**config.mk**
```make
export PLATFORM = sky130hd
export DESIGN_NAME = fwd_hazard_unit_flat
export DESIGN_NICKNAME = d
export VERILOG_FILES = /design/src/rtl/fwd_hazard_unit_if.sv /design/src/rtl/fwd_hazard_unit.sv /design/src/flat_wrapper.sv
export SDC_FILE = /design/constraint.sdc
export NUM_CORES = 1
export LEC_CHECK = 0
export CELL_PAD_IN_SITES_DETAIL_PLACEMENT = 2
export CELL_PAD_IN_SITES_GLOBAL_PLACEMENT = 2
export CORE_MARGIN = 10
export CORE_UTILIZATION = 13
export CTS_BUF_LIST = sky130_fd_sc_hd__clkbuf_2 sky130_fd_sc_hd__clkbuf_4 sky130_fd_sc_hd__clkbuf_8
export DETAILED_ROUTE_END_ITERATION = 8
export MAX_ROUTING_LAYER = met4
export PLACE_DENSITY_LB_ADDON = 0.1
export SLEW_MARGIN = 20
export SYNTH_ARGS = -nofsm -noshare
export SYNTH_HDL_FRONTEND = slang
export SYNTH_SLANG_ARGS = --single-unit
```
**constraint.sdc**
```tcl
create_clock -name clk -period 1.25 [get_ports clk]
set_clock_uncertainty 0.1 [all_clocks]
set_input_delay 0.125 -clock clk [delete_from_list [all_inputs] [get_ports clk]]
set_output_delay 0.125 -clock clk [all_outputs]
set_load 0.005 [all_outputs]
```
**src/rtl/fwd_hazard_unit_if.sv**
```systemverilog
`default_nettype none
// ============================================================================
//  Module      : fwd_hazard_unit_if
//  Description : Bundle of pipeline-register taps and control outputs that
//                connect the forwarding / load-use hazard unit to the core.
//                The master side is the pipeline: it drives the stage
//                register fields and receives the forwarding selects, the
//                stall controls and the hazard statistics. The slave side
//                is the hazard unit itself.
//  Revision    : 1.0  initial release
// ----------------------------------------------------------------------------
//  Parameters
//    NUM_RS          number of source-operand ports (1..4)
//    REG_AW          register-index width
//  Signals (direction seen from the hazard unit / slave)
//    idex_rs         in   NUM_RS*REG_AW  EX-stage source indices
//    idex_rs_used    in   NUM_RS         EX-stage port reads a register
//    exmem_rd        in   REG_AW         EX/MEM destination
//    exmem_regwrite  in   1              EX/MEM writes rd
//    exmem_memtoreg  in   1              EX/MEM instruction is a load
//    memwb_rd        in   REG_AW         MEM/WB destination
//    memwb_regwrite  in   1              MEM/WB writes rd
//    ifid_rs         in   NUM_RS*REG_AW  ID-stage source indices
//    ifid_rs_used    in   NUM_RS         ID-stage port reads a register
//    idex_rd         in   REG_AW         ID/EX destination
//    idex_memread    in   1              ID/EX instruction is a load
//    flush           in   1              redirect/trap flush
//    fwd_sel         out  2*NUM_RS       per-port operand mux select
//    pc_hold         out  1              hold PC
//    ifid_hold       out  1              hold IF/ID
//    idex_bubble     out  1              load NOP into ID/EX
//    fwd_err         out  1              EX operand depends on load in EX/MEM
//    stall_cycles    out  16             stall-cycle statistic
//    lu_events       out  16             load-use event statistic
// ============================================================================
interface fwd_hazard_unit_if #(
  parameter int NUM_RS = 2,
  parameter int REG_AW = 5
);

  // EX-stage forwarding inputs
  logic [NUM_RS*REG_AW-1:0] idex_rs;
  logic [NUM_RS-1:0]        idex_rs_used;
  logic [REG_AW-1:0]        exmem_rd;
  logic                     exmem_regwrite;
  logic                     exmem_memtoreg;
  logic [REG_AW-1:0]        memwb_rd;
  logic                     memwb_regwrite;

  // ID-stage load-use inputs
  logic [NUM_RS*REG_AW-1:0] ifid_rs;
  logic [NUM_RS-1:0]        ifid_rs_used;
  logic [REG_AW-1:0]        idex_rd;
  logic                     idex_memread;
  logic                     flush;

  // Outputs of the hazard unit
  logic [2*NUM_RS-1:0]      fwd_sel;
  logic                     pc_hold;
  logic                     ifid_hold;
  logic                     idex_bubble;
  logic                     fwd_err;
  logic [15:0]              stall_cycles;
  logic [15:0]              lu_events;

  // Pipeline side
  modport master (
    output idex_rs, idex_rs_used, exmem_rd, exmem_regwrite, exmem_memtoreg,
           memwb_rd, memwb_regwrite, ifid_rs, ifid_rs_used, idex_rd,
           idex_memread, flush,
    input  fwd_sel, pc_hold, ifid_hold, idex_bubble, fwd_err,
           stall_cycles, lu_events
  );

  // Hazard unit side
  modport slave (
    input  idex_rs, idex_rs_used, exmem_rd, exmem_regwrite, exmem_memtoreg,
           memwb_rd, memwb_regwrite, ifid_rs, ifid_rs_used, idex_rd,
           idex_memread, flush,
    output fwd_sel, pc_hold, ifid_hold, idex_bubble, fwd_err,
           stall_cycles, lu_events
  );

endinterface
`default_nettype wire

```
**src/rtl/fwd_hazard_unit.sv**
```systemverilog
`default_nettype none
// ============================================================================
//  Module      : fwd_hazard_unit
//  Description : Operand forwarding and load-use hazard control for the
//                5-stage RISC-V pipeline. Forwarding is generalised to
//                NUM_RS source ports; a load-use hazard in ID inserts exactly
//                LOAD_LAT bubbles using a small IDLE/STALL machine with a
//                3-bit down-counter.
//  Revision    : 1.0  initial release
// ----------------------------------------------------------------------------
//  Parameters
//    NUM_RS    2  source-operand ports forwarded / checked (1..4)
//    REG_AW    5  register-index width (x0 never forwarded or stalled on)
//    LOAD_LAT  1  bubbles inserted per load-use hazard (1..7)
//  Ports
//    clk       in   rising-edge clock
//    rst_n     in   asynchronous active-low reset
//    hz        slave modport of fwd_hazard_unit_if (all pipeline taps and
//              control outputs, see the interface header)
//  Build option
//    HAZ_STATS_EN  when defined, builds the saturating 16-bit stall_cycles
//                  and lu_events statistics counters; otherwise both read 0.
// ============================================================================
module fwd_hazard_unit #(
  parameter int NUM_RS   = 2,
  parameter int REG_AW   = 5,
  parameter int LOAD_LAT = 1
) (
  input  wire logic     clk,
  input  wire logic     rst_n,
  fwd_hazard_unit_if.slave hz
);

  localparam logic [REG_AW-1:0] REG_ZERO     = '0;
  // First bubble is issued from IDLE, so STALL covers the remaining
  // LOAD_LAT-1 cycles: counter starts at LOAD_LAT-2 and exits on zero.
  localparam logic [2:0]        CNT_INIT     = (LOAD_LAT > 1) ? 3'(LOAD_LAT - 2) : 3'd0;
  localparam bit                MULTI_BUBBLE = (LOAD_LAT > 1);

  typedef enum logic [0:0] {
    IDLE  = 1'b0,
    STALL = 1'b1
  } state_t;

  state_t     state;
  state_t     state_nxt;
  logic [2:0] cnt;
  logic [2:0] cnt_nxt;
  logic       stall;
  logic       lu_det;

  // --------------------------------------------------------------------------
  // Forwarding: one selector per source port, purely combinational.
  // --------------------------------------------------------------------------
  wire [2*NUM_RS-1:0] fwd_sel_w;
  wire [NUM_RS-1:0]   fwd_err_w;
  wire [NUM_RS-1:0]   lu_hit_w;

  generate
    for (genvar i = 0; i < NUM_RS; i++) begin : g_port
      wire [REG_AW-1:0] ex_rs = hz.idex_rs[i*REG_AW +: REG_AW];
      wire [REG_AW-1:0] id_rs = hz.ifid_rs[i*REG_AW +: REG_AW];

      wire mx = hz.idex_rs_used[i] && hz.exmem_regwrite &&
                (hz.exmem_rd != REG_ZERO) && (hz.exmem_rd == ex_rs);
      wire mw = hz.idex_rs_used[i] && hz.memwb_regwrite &&
                (hz.memwb_rd != REG_ZERO) && (hz.memwb_rd == ex_rs);

      // A match in EX/MEM always shadows MEM/WB since it is the younger
      // writer. A load in EX/MEM has no data yet: select the regfile and
      // flag it, because the stall logic should have prevented this.
      assign fwd_sel_w[2*i +: 2] = (mx && !hz.exmem_memtoreg) ? 2'b10 :
                                   (!mx && mw)                ? 2'b01 :
                                                                2'b00;
      assign fwd_err_w[i] = mx && hz.exmem_memtoreg;

      // ID-stage consumer of the load currently in ID/EX
      assign lu_hit_w[i] = hz.ifid_rs_used[i] && (id_rs == hz.idex_rd);
    end
  endgenerate

  assign hz.fwd_sel = fwd_sel_w;
  assign hz.fwd_err = |fwd_err_w;

  assign lu_det = hz.idex_memread && (hz.idex_rd != REG_ZERO) && (|lu_hit_w);

  // --------------------------------------------------------------------------
  // Load-use stall machine
  // --------------------------------------------------------------------------
  always_ff @(posedge clk or negedge rst_n) begin
    if (!rst_n) begin
      state <= IDLE;
      cnt   <= 3'd0;
    end else begin
      state <= state_nxt;
      cnt   <= cnt_nxt;
    end
  end

  always_comb begin
    state_nxt = state;
    cnt_nxt   = cnt;
    stall     = 1'b0;

    if (hz.flush) begin
      // Flush kills the stalled instruction: abandon remaining bubbles.
      state_nxt = IDLE;
      cnt_nxt   = 3'd0;
    end else begin
      case (state)
        IDLE: begin
          if (lu_det) begin
            stall = 1'b1;
            if (MULTI_BUBBLE) begin
              state_nxt = STALL;
              cnt_nxt   = CNT_INIT;
            end
          end
        end
        STALL: begin
          // The dependent instruction is frozen in IF/ID; lu_det would see
          // the bubbles, so it is deliberately not consulted here.
          stall = 1'b1;
          if (cnt == 3'd0) begin
            state_nxt = IDLE;
          end else begin
            cnt_nxt = cnt - 3'd1;
          end
        end
        default: begin
          state_nxt = IDLE;
          cnt_nxt   = 3'd0;
        end
      endcase
    end
  end

  // The state register resets asynchronously, so these drop as soon as
  // rst_n falls even in the middle of a stall.
  assign hz.pc_hold     = stall;
  assign hz.ifid_hold   = stall;
  assign hz.idex_bubble = stall;

  // --------------------------------------------------------------------------
  // Hazard statistics
  // --------------------------------------------------------------------------
`ifdef HAZ_STATS_EN
  logic [15:0] stall_cnt_q;
  logic [15:0] lu_cnt_q;

  always_ff @(posedge clk or negedge rst_n) begin
    if (!rst_n) begin
      stall_cnt_q <= 16'h0000;
      lu_cnt_q    <= 16'h0000;
    end else begin
      if (stall && (stall_cnt_q != 16'hFFFF)) begin
        stall_cnt_q <= stall_cnt_q + 16'd1;
      end
      // Only the IDLE-issued first bubble marks a new event.
      if ((state == IDLE) && lu_det && !hz.flush && (lu_cnt_q != 16'hFFFF)) begin
        lu_cnt_q <= lu_cnt_q + 16'd1;
      end
    end
  end

  assign hz.stall_cycles = stall_cnt_q;
  assign hz.lu_events    = lu_cnt_q;
`else
  assign hz.stall_cycles = 16'h0000;
  assign hz.lu_events    = 16'h0000;
`endif

endmodule
`default_nettype wire

```
**src/flat_wrapper.sv**
```systemverilog
// flat-port wrapper written by rule: the top's interface ports become plain ports
module fwd_hazard_unit_flat 
#(
  parameter int NUM_RS   = 2,
  parameter int REG_AW   = 5,
  parameter int LOAD_LAT = 1
)
  (clk, rst_n, hz_idex_rs, hz_idex_rs_used, hz_exmem_rd, hz_exmem_regwrite, hz_exmem_memtoreg, hz_memwb_rd, hz_memwb_regwrite, hz_ifid_rs, hz_ifid_rs_used, hz_idex_rd, hz_idex_memread, hz_flush, hz_fwd_sel, hz_pc_hold, hz_ifid_hold, hz_idex_bubble, hz_fwd_err, hz_stall_cycles, hz_lu_events);
  fwd_hazard_unit_if #(.NUM_RS(NUM_RS), .REG_AW(REG_AW)) hz_i ();
  input  wire logic clk;
  input  wire logic rst_n;
  input wire logic [$bits(hz_i.idex_rs)-1:0] hz_idex_rs;
  input wire logic [$bits(hz_i.idex_rs_used)-1:0] hz_idex_rs_used;
  input wire logic [$bits(hz_i.exmem_rd)-1:0] hz_exmem_rd;
  input wire logic [$bits(hz_i.exmem_regwrite)-1:0] hz_exmem_regwrite;
  input wire logic [$bits(hz_i.exmem_memtoreg)-1:0] hz_exmem_memtoreg;
  input wire logic [$bits(hz_i.memwb_rd)-1:0] hz_memwb_rd;
  input wire logic [$bits(hz_i.memwb_regwrite)-1:0] hz_memwb_regwrite;
  input wire logic [$bits(hz_i.ifid_rs)-1:0] hz_ifid_rs;
  input wire logic [$bits(hz_i.ifid_rs_used)-1:0] hz_ifid_rs_used;
  input wire logic [$bits(hz_i.idex_rd)-1:0] hz_idex_rd;
  input wire logic [$bits(hz_i.idex_memread)-1:0] hz_idex_memread;
  input wire logic [$bits(hz_i.flush)-1:0] hz_flush;
  output wire logic [$bits(hz_i.fwd_sel)-1:0] hz_fwd_sel;
  output wire logic [$bits(hz_i.pc_hold)-1:0] hz_pc_hold;
  output wire logic [$bits(hz_i.ifid_hold)-1:0] hz_ifid_hold;
  output wire logic [$bits(hz_i.idex_bubble)-1:0] hz_idex_bubble;
  output wire logic [$bits(hz_i.fwd_err)-1:0] hz_fwd_err;
  output wire logic [$bits(hz_i.stall_cycles)-1:0] hz_stall_cycles;
  output wire logic [$bits(hz_i.lu_events)-1:0] hz_lu_events;
  assign hz_i.idex_rs = hz_idex_rs;
  assign hz_i.idex_rs_used = hz_idex_rs_used;
  assign hz_i.exmem_rd = hz_exmem_rd;
  assign hz_i.exmem_regwrite = hz_exmem_regwrite;
  assign hz_i.exmem_memtoreg = hz_exmem_memtoreg;
  assign hz_i.memwb_rd = hz_memwb_rd;
  assign hz_i.memwb_regwrite = hz_memwb_regwrite;
  assign hz_i.ifid_rs = hz_ifid_rs;
  assign hz_i.ifid_rs_used = hz_ifid_rs_used;
  assign hz_i.idex_rd = hz_idex_rd;
  assign hz_i.idex_memread = hz_idex_memread;
  assign hz_i.flush = hz_flush;
  assign hz_fwd_sel = hz_i.fwd_sel;
  assign hz_pc_hold = hz_i.pc_hold;
  assign hz_ifid_hold = hz_i.ifid_hold;
  assign hz_idex_bubble = hz_i.idex_bubble;
  assign hz_fwd_err = hz_i.fwd_err;
  assign hz_stall_cycles = hz_i.stall_cycles;
  assign hz_lu_events = hz_i.lu_events;
  fwd_hazard_unit #(.NUM_RS(NUM_RS), .REG_AW(REG_AW), .LOAD_LAT(LOAD_LAT)) u_core (.clk(clk), .rst_n(rst_n), .hz(hz_i));
endmodule
```
==> results of run 1 <==
[worst register-to-register path, delay by kind of cell, from the launching register on]
kind / cells / cell delay [ns]
compound gates: 2 / 0.24
fa+ha+maj: 1 / 0.15
buf+inv: 2 / 0.15
flops: 1 / 0.38
simple gates: 1 / 0.13
[metrics by stage]
stage / std cells / instance area (sq um) / util / hold slack (ns) / total power (W)
after floorplan: 143 / 1030 / - / -0.271 / 0.000326
after global placement: 260 / 1540 / 0.229 / 0.236 / 0.000498
after detailed placement: 260 / 1540 / 0.229 / 0.247 / 0.000503
after CTS: 273 / 1680 / 0.249 / 0.0242 / 0.000769
after global routing: 276 / 1800 / 0.266 / 0.0238 / 0.000865
final: 277 / 1800 / 0.267 / 0.0216 / 0.000800
[worst min-delay path by stage]
stage,startpoint,end,slack [ns],cells after the start
after floorplan,rst_n,u_core.cnt[0],-0.27,0
after global placement,rst_n,u_core.cnt[2],0.24,1
after detailed placement,rst_n,u_core.cnt[0],0.25,1
after CTS,rst_n,u_core.cnt[0],0.02,1
after global routing,rst_n,u_core.cnt[2],0.02,1
final,rst_n,u_core.cnt[0],0.02,1
[sequential cells by signal, indices dropped and copies added (netlist names)]
name	count
u_core.state	1
u_core.cnt	3
[cell type report]
type / instances / area, sq um
Tap cell: 80 / 100
Fill cell: 803 / 4950
Timing Repair Buffer: 84 / 714
Inverter: 3 / 11.3
Clock buffer: 3 / 41.3
Sequential cell: 4 / 100
Antenna cell: 1 / 2.50
Multi-Input combinational cell: 102 / 832
[cell usage in the layout, fill, tap and decap left out, types with 3 or more instances in the layout]
master | netlist | layout
buf_2 | 0 | 13
buf_4 | 34 | 23
buf_6 | 0 | 15
clkbuf_2 | 0 | 3
clkbuf_8 | 0 | 3
clkdlybuf4s50_1 | 0 | 11
conb_1 | 1 | 32
dfrtp_1 | 4 | 4
dlygate4sd2_1 | 0 | 14
inv_2 | 0 | 3
nor3_4 | 0 | 3
nor4_2 | 0 | 4
xnor2_1 | 15 | 13
xor2_1 | 16 | 13
xor2_2 | 0 | 3
[metal layers]
layer  wire (microns)  track usage
met5                0            -
met4               21       0.0193
met1             1520       0.0787
met2             2600        0.159
met3              276       0.0140
[logic make-up after synthesis]
family | count (synthesis)
buffers and inverters | 37
XOR/XNOR | 31
AND/OR/NAND/NOR | 28
AO/OA/AOI/OAI | 9
flip-flops | 4
adder cells (fa/ha/maj) | 2
other | 1
[report_power, final]
part | leakage, nW | internal (W) | switching (W)
Clock | 0.0216 | 0.000204 | 0.0000568
Combinational | 0.739 | 0.000220 | 0.000188
Sequential | 0.0559 | 0.000130 | 0.000000000000000000302
[what timing repair did]
item / in CTS / in global routing
setup buffers: 10 / 3
pin swaps: 36 / 26
hold buffers: 0 / 0
setup endpoints to repair: 12 / 12
resized for setup: 136 / 30
==> summary.md, run 1 <==
| Metric | Value |
|---|---|
| CP Launch Point | `hz_exmem_rd[1]` |
| Post-route DRC | `0` |
| Remaining global-route overflow | `0` |
| GRT Total Usage | `0.0803` |
| Synthesized area per cell | `8.07 sq um` |
| Syn. warnings | `0` |
| CP Launch Type | `primary input` |
| Critical path depth in cells | `7` |
| Flop2flop setup slack | `-0.02 ns` |
| Violated checks | `setup timing` |
| CTS tree | `yes` |
| Combinational family with the most area after synthesis | `XOR/XNOR gates` |
| Post-Route WL | `4420 microns` |
| Setup WS post-layout | `-0.429 ns` |
| TritonCTS buffer count | `3` |
| Buffer type at the clock tree root | `clkbuf_8` |
| Longest Clk Path Bufs | `2` |
| Cell family with most CP delay | `simple AND/OR/NAND/NOR gates` |
| Vias post-DR | `a little under 1k` |
| I/O Pins | `86` |
| Final Cycle Share | `1.34` |
| Adder-Cell Fraction of Synth Area | `0.0277` |
| Port-buffer cells | `53` |
| DR vias/cell | `about 3.5` |
| Top FF cell, synth | `dfrtp_1` |
| Pre-antenna DRT Iters | `4` |
| Slowest cell on crit path | `or4_4` |
| Cell Rows | `30` |
| P&R area growth vs syn | `99.4%` |
| PwrDens | `between 400 and 500 mW/mm^2` |
| Antenna violations before repair | `0` |
| Clock Latency Late Sink | `about 0.21 ns` |
| Initial core utilization | `0.134` |
| Worst path required time | `around 1 ns` |
| Die area | `between 0.01 and 0.015 sq mm` |
| Final Setup Violations | `10` |
| Top-count cell post-synth | `buf_4` |
| Final TNS setup | `-2.89 ns` |
| Synth top area share | `0.283` |
| Worst vdd ir | `roughly 0.47 mV` |
| Reg clk slew, reported paths | `about 0.03 ns` |
| Setup slack at placement | `-1.19 ns` |
| Clock tree sinks | `4` |
| Final nets | `around 250` |
| Cell mode on critical path | `buf_6` |
| Core outline area | `roughly 0.0068 sq mm` |
| Mux cell area share after synthesis | `0` |
| Min Tclk post-route | `~1.7 ns` |
| XOR/XNOR share of the synthesized area | `0.301` |
| Tightest Hold Check Type | `primary input to asynchronous set/reset pin` |
| Arr. time, crit path | `1.45 ns` |
| Status | `complete, but fails checks` |
| Post-DRT Antenna Nets | `0` |
| DR iter-0 viols | `2` |
| Worst Setup End Kind | `output pin` |
| Synth area leader | `buf_4` |
| Fmax | `between 500 and 600 MHz` |
| Worst path max stage delay | `approximately 0.54 ns` |
| Share of layout cells above drive strength 1 | `0.464` |
| Synth Area in Simple Gates | `0.190` |
| Register area share after synthesis | `0.111` |
| Critical-path cell list | `buf_6, or4_4, o21ai_4, buf_6, nor3_4, o21a_1, buf_2` |
| First-pass GRT wire length | `approximately 6600 microns` |
| Buf/Inv on CP | `3` |
| Vias in the first global route | `around 1.2k` |
| Hpwl dp | `3830 microns` |
| Final Hold Fails | `0` |
| Die height | `approximately 100 microns` |
| Placer congestion estimate | `between 0.7 and 0.8` |
| Synth Area in Compound Gates | `0.0720` |
| Number of synthesized flops with an enable pin | `0` |
| Slew Limit Fails | `0` |
| Worst setup path end | `hz_fwd_err` |
| Max FO, Critical Path | `4` |
| Die extent in x | `103 microns` |
| Count of cell types in the netlist | `25` |
| CP Class | `primary input to output pin` |
| Routed WL per cell | `~16 microns` |
| Post-Syn Instances | `between 100 and 150` |
| Worst R2R Start | `u_core.cnt[1]` |
| Leakage | `approximately 0.82 nW` |
| Maxcap violations | `0` |
| FF-to-FF path depth | `6` |
| Top cells by area, synth | `buf_4 28%, xor2_1 16%, xnor2_1 15%` |
| RR Endpoint | `u_core.cnt[1]` |
| CTS H-tree lvls | `1` |
| Share of flip-flops with an asynchronous set or reset | `1.00` |
| Mapped cell area | `~900 sq um` |
| Flop and latch count out of synthesis | `4` |
| RSZ-0062 raised after global routing | `true` |
| Largest net degree at the start of global routing | `5` |
| Commonest cells post-synth | `34 x buf_4, 16 x xor2_1, 15 x xnor2_1, 6 x nor4_1` |
(Power assumes the default switching activity.)
==> run 2, diff against run 1 <==
--- a/config.mk
+++ b/config.mk
@@ -9,7 +9,6 @@
 export CELL_PAD_IN_SITES_GLOBAL_PLACEMENT = 2
 export CORE_MARGIN = 10
 export CORE_UTILIZATION = 13
-export CTS_BUF_LIST = sky130_fd_sc_hd__clkbuf_2 sky130_fd_sc_hd__clkbuf_4 sky130_fd_sc_hd__clkbuf_8
 export DETAILED_ROUTE_END_ITERATION = 8
 export MAX_ROUTING_LAYER = met4
 export PLACE_DENSITY_LB_ADDON = 0.1
==> results of run 2 <==
Same layout as run 1: the final DEF is identical, and so are final timing and power.
